$ cat config.mk
export PLATFORM = sky130hd
export DESIGN_NAME = execute_stage_md_flat
export DESIGN_NICKNAME = d
export VERILOG_FILES = /design/src/rtl/execute_stage_md_if.sv /design/src/rtl/execute_stage_md.sv /design/src/flat_wrapper.sv
export SDC_FILE = /design/constraint.sdc
export NUM_CORES = 2
export LEC_CHECK = 0
export CORE_UTILIZATION = 30
export DETAILED_ROUTE_END_ITERATION = 16
export PLACE_DENSITY = 0.52
export SKIP_CTS_REPAIR_TIMING = 1
export SYNTH_ARGS = -nofsm -noshare
export SYNTH_HDL_FRONTEND = slang
export SYNTH_SLANG_ARGS = --single-unit
$ cat constraint.sdc
create_clock -name clk -period 15.1 [get_ports clk]
set_input_delay 3.02 -clock clk [delete_from_list [all_inputs] [get_ports clk]]
set_output_delay 3.02 -clock clk [all_outputs]
set_load 0.02 [all_outputs]
$ cat src/rtl/execute_stage_md_if.sv
// Execute-stage bundle: decoded E-stage inputs, redirect/stall outputs and E/M register outputs.
interface execute_stage_md_if #(
    parameter int unsigned XLEN    = 32,
    parameter int unsigned RADDR_W = 5
);
    logic                RegWriteE, MemWriteE, ResultSrcE, ALUSrcE, BranchE, JumpE;
    logic [3:0]          ALUControlE;
    logic [2:0]          BranchFunctE;
    logic [XLEN-1:0]     RD1_E, RD2_E, Imm_Ext_E, PCE, PCPlus4E, ResultW;
    logic [RADDR_W-1:0]  RD_E;
    logic [1:0]          ForwardA_E, ForwardB_E;
    logic                FlushE;

    logic                PCSrcE;
    logic [XLEN-1:0]     PCTargetE;
    logic                StallE;
    logic                RegWriteM, MemWriteM, ResultSrcM;
    logic [RADDR_W-1:0]  RD_M;
    logic [XLEN-1:0]     PCPlus4M, WriteDataM, ALU_ResultM;

    modport master (
        output RegWriteE, MemWriteE, ResultSrcE, ALUSrcE, BranchE, JumpE,
               ALUControlE, BranchFunctE, RD1_E, RD2_E, Imm_Ext_E, PCE, PCPlus4E,
               ResultW, RD_E, ForwardA_E, ForwardB_E, FlushE,
        input  PCSrcE, PCTargetE, StallE, RegWriteM, MemWriteM, ResultSrcM,
               RD_M, PCPlus4M, WriteDataM, ALU_ResultM
    );

    modport slave (
        input  RegWriteE, MemWriteE, ResultSrcE, ALUSrcE, BranchE, JumpE,
               ALUControlE, BranchFunctE, RD1_E, RD2_E, Imm_Ext_E, PCE, PCPlus4E,
               ResultW, RD_E, ForwardA_E, ForwardB_E, FlushE,
        output PCSrcE, PCTargetE, StallE, RegWriteM, MemWriteM, ResultSrcM,
               RD_M, PCPlus4M, WriteDataM, ALU_ResultM
    );
endinterface

$ cat src/rtl/execute_stage_md.sv
// Execute stage with forwarding, branch resolution, single-cycle ALU and an
// iterative MUL/DIVU/REMU unit that stalls the front end while it runs.
module execute_stage_md #(
    parameter int unsigned XLEN    = 32,
    parameter int unsigned RADDR_W = 5
) (
    input  logic               clk,
    input  logic               rst,
    execute_stage_md_if.slave  bus
);
    localparam int unsigned SHW = $clog2(XLEN);

    typedef enum logic [1:0] {IDLE, BUSY, DONE} state_t;
    state_t state_q, state_d;

    logic [XLEN-1:0]    src_a, fwd_b, src_b, alu_res;
    logic               br_cond, is_md, issue, stall;

    logic [SHW-1:0]     cnt_q;
    logic [XLEN-1:0]    acc_q, x_q, y_q, acc_d, x_d, y_d;
    logic [XLEN:0]      rem_sh;
    logic               mul_q, quot_q, rw_q, mw_q, rs_q;
    logic [RADDR_W-1:0] rd_q;
    logic [XLEN-1:0]    pc4_q, wd_q;

    logic               rw_m, mw_m, rs_m;
    logic [RADDR_W-1:0] rd_m;
    logic [XLEN-1:0]    pc4_m, wd_m, res_m;

    always_comb begin
        case (bus.ForwardA_E)
            2'b01:   src_a = bus.ResultW;
            2'b10:   src_a = res_m;
            default: src_a = bus.RD1_E;
        endcase
        case (bus.ForwardB_E)
            2'b01:   fwd_b = bus.ResultW;
            2'b10:   fwd_b = res_m;
            default: fwd_b = bus.RD2_E;
        endcase
        src_b = bus.ALUSrcE ? bus.Imm_Ext_E : fwd_b;
    end

    always_comb begin
        case (bus.ALUControlE)
            4'd1:    alu_res = src_a - src_b;
            4'd2:    alu_res = src_a & src_b;
            4'd3:    alu_res = src_a | src_b;
            4'd4:    alu_res = src_a ^ src_b;
            4'd5:    alu_res = {{(XLEN-1){1'b0}}, $signed(src_a) < $signed(src_b)};
            4'd6:    alu_res = {{(XLEN-1){1'b0}}, src_a < src_b};
            4'd7:    alu_res = src_a << src_b[SHW-1:0];
            4'd8:    alu_res = src_a >> src_b[SHW-1:0];
            4'd9:    alu_res = $signed(src_a) >>> src_b[SHW-1:0];
            default: alu_res = src_a + src_b;
        endcase
    end

    // Branches compare the forwarded operands, never the immediate.
    always_comb begin
        case (bus.BranchFunctE)
            3'd0:    br_cond = (src_a == fwd_b);
            3'd1:    br_cond = (src_a != fwd_b);
            3'd4:    br_cond = ($signed(src_a) <  $signed(fwd_b));
            3'd5:    br_cond = ($signed(src_a) >= $signed(fwd_b));
            3'd6:    br_cond = (src_a <  fwd_b);
            3'd7:    br_cond = (src_a >= fwd_b);
            default: br_cond = 1'b0;
        endcase
    end

    assign is_md = (bus.ALUControlE == 4'd10) || (bus.ALUControlE == 4'd11) ||
                   (bus.ALUControlE == 4'd12);
    assign issue = (state_q == IDLE) && is_md && !bus.FlushE;
    assign stall = issue || ((state_q == BUSY) && !bus.FlushE);

    assign bus.StallE    = stall;
    assign bus.PCTargetE = bus.PCE + bus.Imm_Ext_E;
    assign bus.PCSrcE    = (state_q != BUSY) && !bus.FlushE &&
                           (bus.JumpE || (bus.BranchE && br_cond));

    always_comb begin
        state_d = state_q;
        case (state_q)
            IDLE:    if (issue) state_d = BUSY;
            BUSY:    if (bus.FlushE) state_d = IDLE;
                     else if (cnt_q == '0) state_d = DONE;
            default: state_d = IDLE;
        endcase
    end

    // One iteration: shift-add for MUL, restoring subtract for DIVU/REMU.
    // A zero divisor always "fits", which yields all-ones quotient and remainder = dividend.
    always_comb begin
        acc_d  = acc_q;
        x_d    = x_q;
        y_d    = y_q;
        rem_sh = {acc_q, x_q[XLEN-1]};
        if (mul_q) begin
            acc_d = acc_q + (y_q[0] ? x_q : '0);
            x_d   = {x_q[XLEN-2:0], 1'b0};
            y_d   = {1'b0, y_q[XLEN-1:1]};
        end else if (rem_sh >= {1'b0, y_q}) begin
            acc_d = XLEN'(rem_sh - {1'b0, y_q});
            x_d   = {x_q[XLEN-2:0], 1'b1};
        end else begin
            acc_d = rem_sh[XLEN-1:0];
            x_d   = {x_q[XLEN-2:0], 1'b0};
        end
    end

    always_ff @(posedge clk) begin
        if (rst) begin
            state_q <= IDLE;
            cnt_q   <= '0;
            acc_q   <= '0;
            x_q     <= '0;
            y_q     <= '0;
            mul_q   <= 1'b0;
            quot_q  <= 1'b0;
            rw_q    <= 1'b0;
            mw_q    <= 1'b0;
            rs_q    <= 1'b0;
            rd_q    <= '0;
            pc4_q   <= '0;
            wd_q    <= '0;
        end else begin
            state_q <= state_d;
            if (issue) begin
                cnt_q  <= SHW'(XLEN-1);
                acc_q  <= '0;
                x_q    <= src_a;
                y_q    <= src_b;
                mul_q  <= (bus.ALUControlE == 4'd10);
                quot_q <= (bus.ALUControlE == 4'd11);
                rw_q   <= bus.RegWriteE;
                mw_q   <= bus.MemWriteE;
                rs_q   <= bus.ResultSrcE;
                rd_q   <= bus.RD_E;
                pc4_q  <= bus.PCPlus4E;
                wd_q   <= fwd_b;
            end else if (state_q == BUSY) begin
                cnt_q <= cnt_q - SHW'(1);
                acc_q <= acc_d;
                x_q   <= x_d;
                y_q   <= y_d;
            end
        end
    end

    always_ff @(posedge clk) begin
        if (rst) begin
            rw_m  <= 1'b0;
            mw_m  <= 1'b0;
            rs_m  <= 1'b0;
            rd_m  <= '0;
            pc4_m <= '0;
            wd_m  <= '0;
            res_m <= '0;
        end else if ((state_q == DONE) && !bus.FlushE) begin
            rw_m  <= rw_q;
            mw_m  <= mw_q;
            rs_m  <= rs_q;
            rd_m  <= rd_q;
            pc4_m <= pc4_q;
            wd_m  <= wd_q;
            res_m <= quot_q ? x_q : acc_q;
        end else if (stall || bus.FlushE) begin
            rw_m <= 1'b0;
            mw_m <= 1'b0;
        end else begin
            rw_m  <= bus.RegWriteE;
            mw_m  <= bus.MemWriteE;
            rs_m  <= bus.ResultSrcE;
            rd_m  <= bus.RD_E;
            pc4_m <= bus.PCPlus4E;
            wd_m  <= fwd_b;
            res_m <= bus.JumpE ? bus.PCPlus4E : alu_res;
        end
    end

    assign bus.RegWriteM   = rw_m;
    assign bus.MemWriteM   = mw_m;
    assign bus.ResultSrcM  = rs_m;
    assign bus.RD_M        = rd_m;
    assign bus.PCPlus4M    = pc4_m;
    assign bus.WriteDataM  = wd_m;
    assign bus.ALU_ResultM = res_m;
endmodule
$ cat src/flat_wrapper.sv
// flat-port wrapper written by rule: the top's interface ports become plain ports
module execute_stage_md_flat 
#(
    parameter int unsigned XLEN    = 32,
    parameter int unsigned RADDR_W = 5
)
  (clk, rst, bus_RegWriteE, bus_MemWriteE, bus_ResultSrcE, bus_ALUSrcE, bus_BranchE, bus_JumpE, bus_ALUControlE, bus_BranchFunctE, bus_RD1_E, bus_RD2_E, bus_Imm_Ext_E, bus_PCE, bus_PCPlus4E, bus_ResultW, bus_RD_E, bus_ForwardA_E, bus_ForwardB_E, bus_FlushE, bus_PCSrcE, bus_PCTargetE, bus_StallE, bus_RegWriteM, bus_MemWriteM, bus_ResultSrcM, bus_RD_M, bus_PCPlus4M, bus_WriteDataM, bus_ALU_ResultM);
  execute_stage_md_if #(.XLEN(XLEN), .RADDR_W(RADDR_W)) bus_i ();
  input  logic clk;
  input  logic rst;
  input wire logic [$bits(bus_i.RegWriteE)-1:0] bus_RegWriteE;
  input wire logic [$bits(bus_i.MemWriteE)-1:0] bus_MemWriteE;
  input wire logic [$bits(bus_i.ResultSrcE)-1:0] bus_ResultSrcE;
  input wire logic [$bits(bus_i.ALUSrcE)-1:0] bus_ALUSrcE;
  input wire logic [$bits(bus_i.BranchE)-1:0] bus_BranchE;
  input wire logic [$bits(bus_i.JumpE)-1:0] bus_JumpE;
  input wire logic [$bits(bus_i.ALUControlE)-1:0] bus_ALUControlE;
  input wire logic [$bits(bus_i.BranchFunctE)-1:0] bus_BranchFunctE;
  input wire logic [$bits(bus_i.RD1_E)-1:0] bus_RD1_E;
  input wire logic [$bits(bus_i.RD2_E)-1:0] bus_RD2_E;
  input wire logic [$bits(bus_i.Imm_Ext_E)-1:0] bus_Imm_Ext_E;
  input wire logic [$bits(bus_i.PCE)-1:0] bus_PCE;
  input wire logic [$bits(bus_i.PCPlus4E)-1:0] bus_PCPlus4E;
  input wire logic [$bits(bus_i.ResultW)-1:0] bus_ResultW;
  input wire logic [$bits(bus_i.RD_E)-1:0] bus_RD_E;
  input wire logic [$bits(bus_i.ForwardA_E)-1:0] bus_ForwardA_E;
  input wire logic [$bits(bus_i.ForwardB_E)-1:0] bus_ForwardB_E;
  input wire logic [$bits(bus_i.FlushE)-1:0] bus_FlushE;
  output wire logic [$bits(bus_i.PCSrcE)-1:0] bus_PCSrcE;
  output wire logic [$bits(bus_i.PCTargetE)-1:0] bus_PCTargetE;
  output wire logic [$bits(bus_i.StallE)-1:0] bus_StallE;
  output wire logic [$bits(bus_i.RegWriteM)-1:0] bus_RegWriteM;
  output wire logic [$bits(bus_i.MemWriteM)-1:0] bus_MemWriteM;
  output wire logic [$bits(bus_i.ResultSrcM)-1:0] bus_ResultSrcM;
  output wire logic [$bits(bus_i.RD_M)-1:0] bus_RD_M;
  output wire logic [$bits(bus_i.PCPlus4M)-1:0] bus_PCPlus4M;
  output wire logic [$bits(bus_i.WriteDataM)-1:0] bus_WriteDataM;
  output wire logic [$bits(bus_i.ALU_ResultM)-1:0] bus_ALU_ResultM;
  assign bus_i.RegWriteE = bus_RegWriteE;
  assign bus_i.MemWriteE = bus_MemWriteE;
  assign bus_i.ResultSrcE = bus_ResultSrcE;
  assign bus_i.ALUSrcE = bus_ALUSrcE;
  assign bus_i.BranchE = bus_BranchE;
  assign bus_i.JumpE = bus_JumpE;
  assign bus_i.ALUControlE = bus_ALUControlE;
  assign bus_i.BranchFunctE = bus_BranchFunctE;
  assign bus_i.RD1_E = bus_RD1_E;
  assign bus_i.RD2_E = bus_RD2_E;
  assign bus_i.Imm_Ext_E = bus_Imm_Ext_E;
  assign bus_i.PCE = bus_PCE;
  assign bus_i.PCPlus4E = bus_PCPlus4E;
  assign bus_i.ResultW = bus_ResultW;
  assign bus_i.RD_E = bus_RD_E;
  assign bus_i.ForwardA_E = bus_ForwardA_E;
  assign bus_i.ForwardB_E = bus_ForwardB_E;
  assign bus_i.FlushE = bus_FlushE;
  assign bus_PCSrcE = bus_i.PCSrcE;
  assign bus_PCTargetE = bus_i.PCTargetE;
  assign bus_StallE = bus_i.StallE;
  assign bus_RegWriteM = bus_i.RegWriteM;
  assign bus_MemWriteM = bus_i.MemWriteM;
  assign bus_ResultSrcM = bus_i.ResultSrcM;
  assign bus_RD_M = bus_i.RD_M;
  assign bus_PCPlus4M = bus_i.PCPlus4M;
  assign bus_WriteDataM = bus_i.WriteDataM;
  assign bus_ALU_ResultM = bus_i.ALU_ResultM;
  execute_stage_md #(.XLEN(XLEN), .RADDR_W(RADDR_W)) u_core (.clk(clk), .rst(rst), .bus(bus_i));
endmodule
==> run metrics <==
outcome completed; Sw Share 43.56%; global-route wire length before repair between 200 and 250 mm; DR vias ~33000; post-synthesis xor/xnor area fraction 3.302%; Internal around 0.0019 W; cells after synthesis 3974; CTS Buf Count 39; Residual DRC 0; Yosys top cell area share 20.20%; sequential share of power 25.0%; gr busiest metal met2; RSZ-0062 raised after global routing no; clock sinks approximately 280; Synth top cells by count nand2_1 (536), nor2_1 (474), a21oi_1 (364); leading area contributor after synthesis dfxtp_1; largest family of logic cells by synthesized area compound AO/OA/AOI/OAI gates; met1 GRT Util 45.13%; number of buffers added on ports 354; asr flop ratio synth 0%; Max Transition Viols Final 0; Syn Std Cell Area around 0.028 mm2; # setup viols final 0; Clock power frac between 20% and 30%; H-tree depth 2; First-pass DRT Iterations 9; Crit path required time 12080 ps; Period Utilization, post-route 76.22%; Worst Skew between 40 and 50 ps; Post-synth EDFFs 0; die area 0.09405 mm2; dpl cells around 5400; ANT nets after route 0; worst-margin pin slew between 1000 and 1500 ps; CTS tree built; mux cell area share after synthesis 5.059%; routed len/inst 30.40 um; crit path DAT 8490 ps; DRT iter0 DRCs around 4000; vias per cell ~6.1; Worst-path clk slew 60 ps; I/O Pins 355; leakage power 13.10 nW; Max-slew headroom a little over an eighth; Setup CP Type input port to primary output; Yosys Warn Count 0; die width 306.7 um; largest cells by area after synthesis dfxtp_1 (20%), ha_1 (10%), nand2_1 (7.2%); Synth Area in Adders 10.69%; critical path endpoint category primary output; setup TNS 0 ps; clk root buf clkbuf_16; Initial Util 30.34%; net count after synthesis ~4400; Compound-Gate Fraction of Synth Area 32.62%; all-layer global routing usage 33.89%; die extent in y a little over 300 um; register area 0.005628 mm2; FP Rows 111; most common cell in the netlist nand2_1; met2 Use GR 51.46%; layout cells sized above 1 5.365%; Period minus WS final around 12000 ps; area taken by multi-input logic gates ~0.021 mm2; post-DP HPWL 128.7 mm; Seq cells post-synth 281; grt ovf 0; Area growth syn-to-layout 21.69%; Top FF cell, synth dfxtp_1; area share of and/or/nand/nor cells after synthesis 21.71%; M3 GR Usage 7.119%; antenna violations before repair 13; final-layout fill cell count 9912; Clock Latency Late Sink between 600 and 700 ps; Nets 4616; worst vdd ir 0.08375 mV; Post-Syn Area per Cell 7.008 um2; GP Congestion 1.036; Finished Layout Cells 5441; Final Hold Vio Count 0; CORE AREA ~0.092 mm2; vias in the first global route 30772; number of max-cap violations 0; combinational power share between 40% and 50%; switching pwr 0.001448 W; largest net degree at the start of global routing around 110; Critical Path Source Type input port; buffers from clock root to sink, at most 3; Routed WL between 150 and 200 mm; Hold Crit Class flop to flop; crit path max fanout 64; pwr/cell area 98.10 mW/mm2; post-synth cell types 82; maximum clock frequency roughly 87 MHz; register area share after synthesis 20.20%
-- power by group through the flow --
stage | logic [W] | registers, W | clock network, W
2_1_floorplan | 0.000842 | 0.000855 | 0
3_3_place_gp | 0.00147 | 0.000847 | 0
3_5_place_dp | 0.00145 | 0.000846 | 0
4_1_cts | 0.00146 | 0.000831 | 0.00101
5_1_grt | 0.00158 | 0.000835 | 0.00103
6_report | 0.00150 | 0.000832 | 0.000992
-- flip-flops by register name (all words and copies together) (netlist names), 2 cells and up --
name	cells
u_core.acc_q	32
u_core.bus.ALU_ResultM	32
u_core.bus.PCPlus4M	32
u_core.bus.RD_M	5
u_core.bus.WriteDataM	32
u_core.cnt_q	5
u_core.pc4_q	32
u_core.rd_q	5
u_core.state_q	2
u_core.wd_q	32
u_core.x_q	32
u_core.y_q	32
-- area by class of cell --
class                           instances  area share [%]
Multi-Input combinational cell       3233           60.56
Sequential cell                       281           16.61
Timing Repair Buffer                  438           12.35
Tap cell                             1243           4.589
Clock buffer                           52           3.260
Inverter                              171           1.894
Clock inverter                         19          0.7089
Antenna cell                            4         0.02954
-- path summary, 6_finish.rpt --
path	start	endpoint	slack [ps]	cells after the start
setup / recovery	bus_ForwardB_E[0]	bus_PCSrcE	3590	19
setup reg to reg	u_core.bus.ALU_ResultM[0]$_SDFFE_PP0P_	u_core.bus.ALU_ResultM[30]$_SDFFE_PP0P_	8860	18
hold reg to reg	u_core.wd_q[4]$_SDFFE_PP0P_	u_core.bus.WriteDataM[4]$_SDFFE_PP0P_	450	2
hold / removal	u_core.wd_q[4]$_SDFFE_PP0P_	u_core.bus.WriteDataM[4]$_SDFFE_PP0P_	450	2
-- metal layers --
metal | wire [um] | part of all wire, %
met1 | 69590 | 42
met2 | 70560 | 43
met3 | 15970 | 9.7
met4 | 9259 | 5.6
met5 | 7 | 0.0042
-- cells by family after synthesis --
kind of cell	count (synthesis)
muxes	136
and+or+nand+nor	1402
AOI/OAI and AO/OA	1355
DFF	281
xor gates and xnor gates	105
buffers and inverters	460
adders and majority gates	235
-- through the flow --
| step | hold slack (ps) | worst slack, ps | power, W | utilization, % | cell area [um2] |
|---|---|---|---|---|---|
| 6_report | 449.5 | 3591 | 0.003325 | 36.92 | 33890 |
| 5_1_grt | 463.4 | 3454 | 0.003452 | 36.91 | 33880 |
| 4_1_cts | 452.7 | 3746 | 0.003301 | 36.91 | 33880 |
| 3_5_place_dp | 446.7 | 3760 | 0.002300 | 35.44 | 32540 |
| 3_3_place_gp | 442.1 | 3857 | 0.002314 | 35.44 | 32540 |
| 2_1_floorplan | 435.7 | 5565 | 0.001697 | - | 27850 |
-- worst max-delay path: stages --
cell	delay, ps
clkdlybuf4s50_1	540
inv_1	60
ha_2	310
buf_4	550
a221oi_1	170
nor2_1	240
inv_1	70
ha_1	330
a21o_1	200
a211oi_1	240
a21oi_1	90
o21ai_0	470
a21oi_1	200
a211oi_1	270
nand3_1	170
mux2i_1	160
a211o_1	310
a21oi_1	370
clkdlybuf4s50_1	700
-- placed cells by master (no fill, tap or decap), drive strengths merged, types with 18 or more instances in the layout --
cell type,n
clkbuf,53
a21o,39
nor2,474
nor3,91
mux2i,118
mux2,18
a31oi,28
xor2,32
nand4,24
buf,85
o22ai,51
clkdlybuf4s50,352
nand3,97
a211oi,100
o21ai,245
nand2b,32
dfxtp,281
a21oi,364
and2,39
o211ai,54
nor2b,31
o221ai,19
nor4,24
nand2,536
a221oi,32
a311oi,115
ha,230
inv,171
o21bai,22
a22oi,73
xnor2,73
o31ai,20
o21a,22
(Power assumes the default switching activity.)
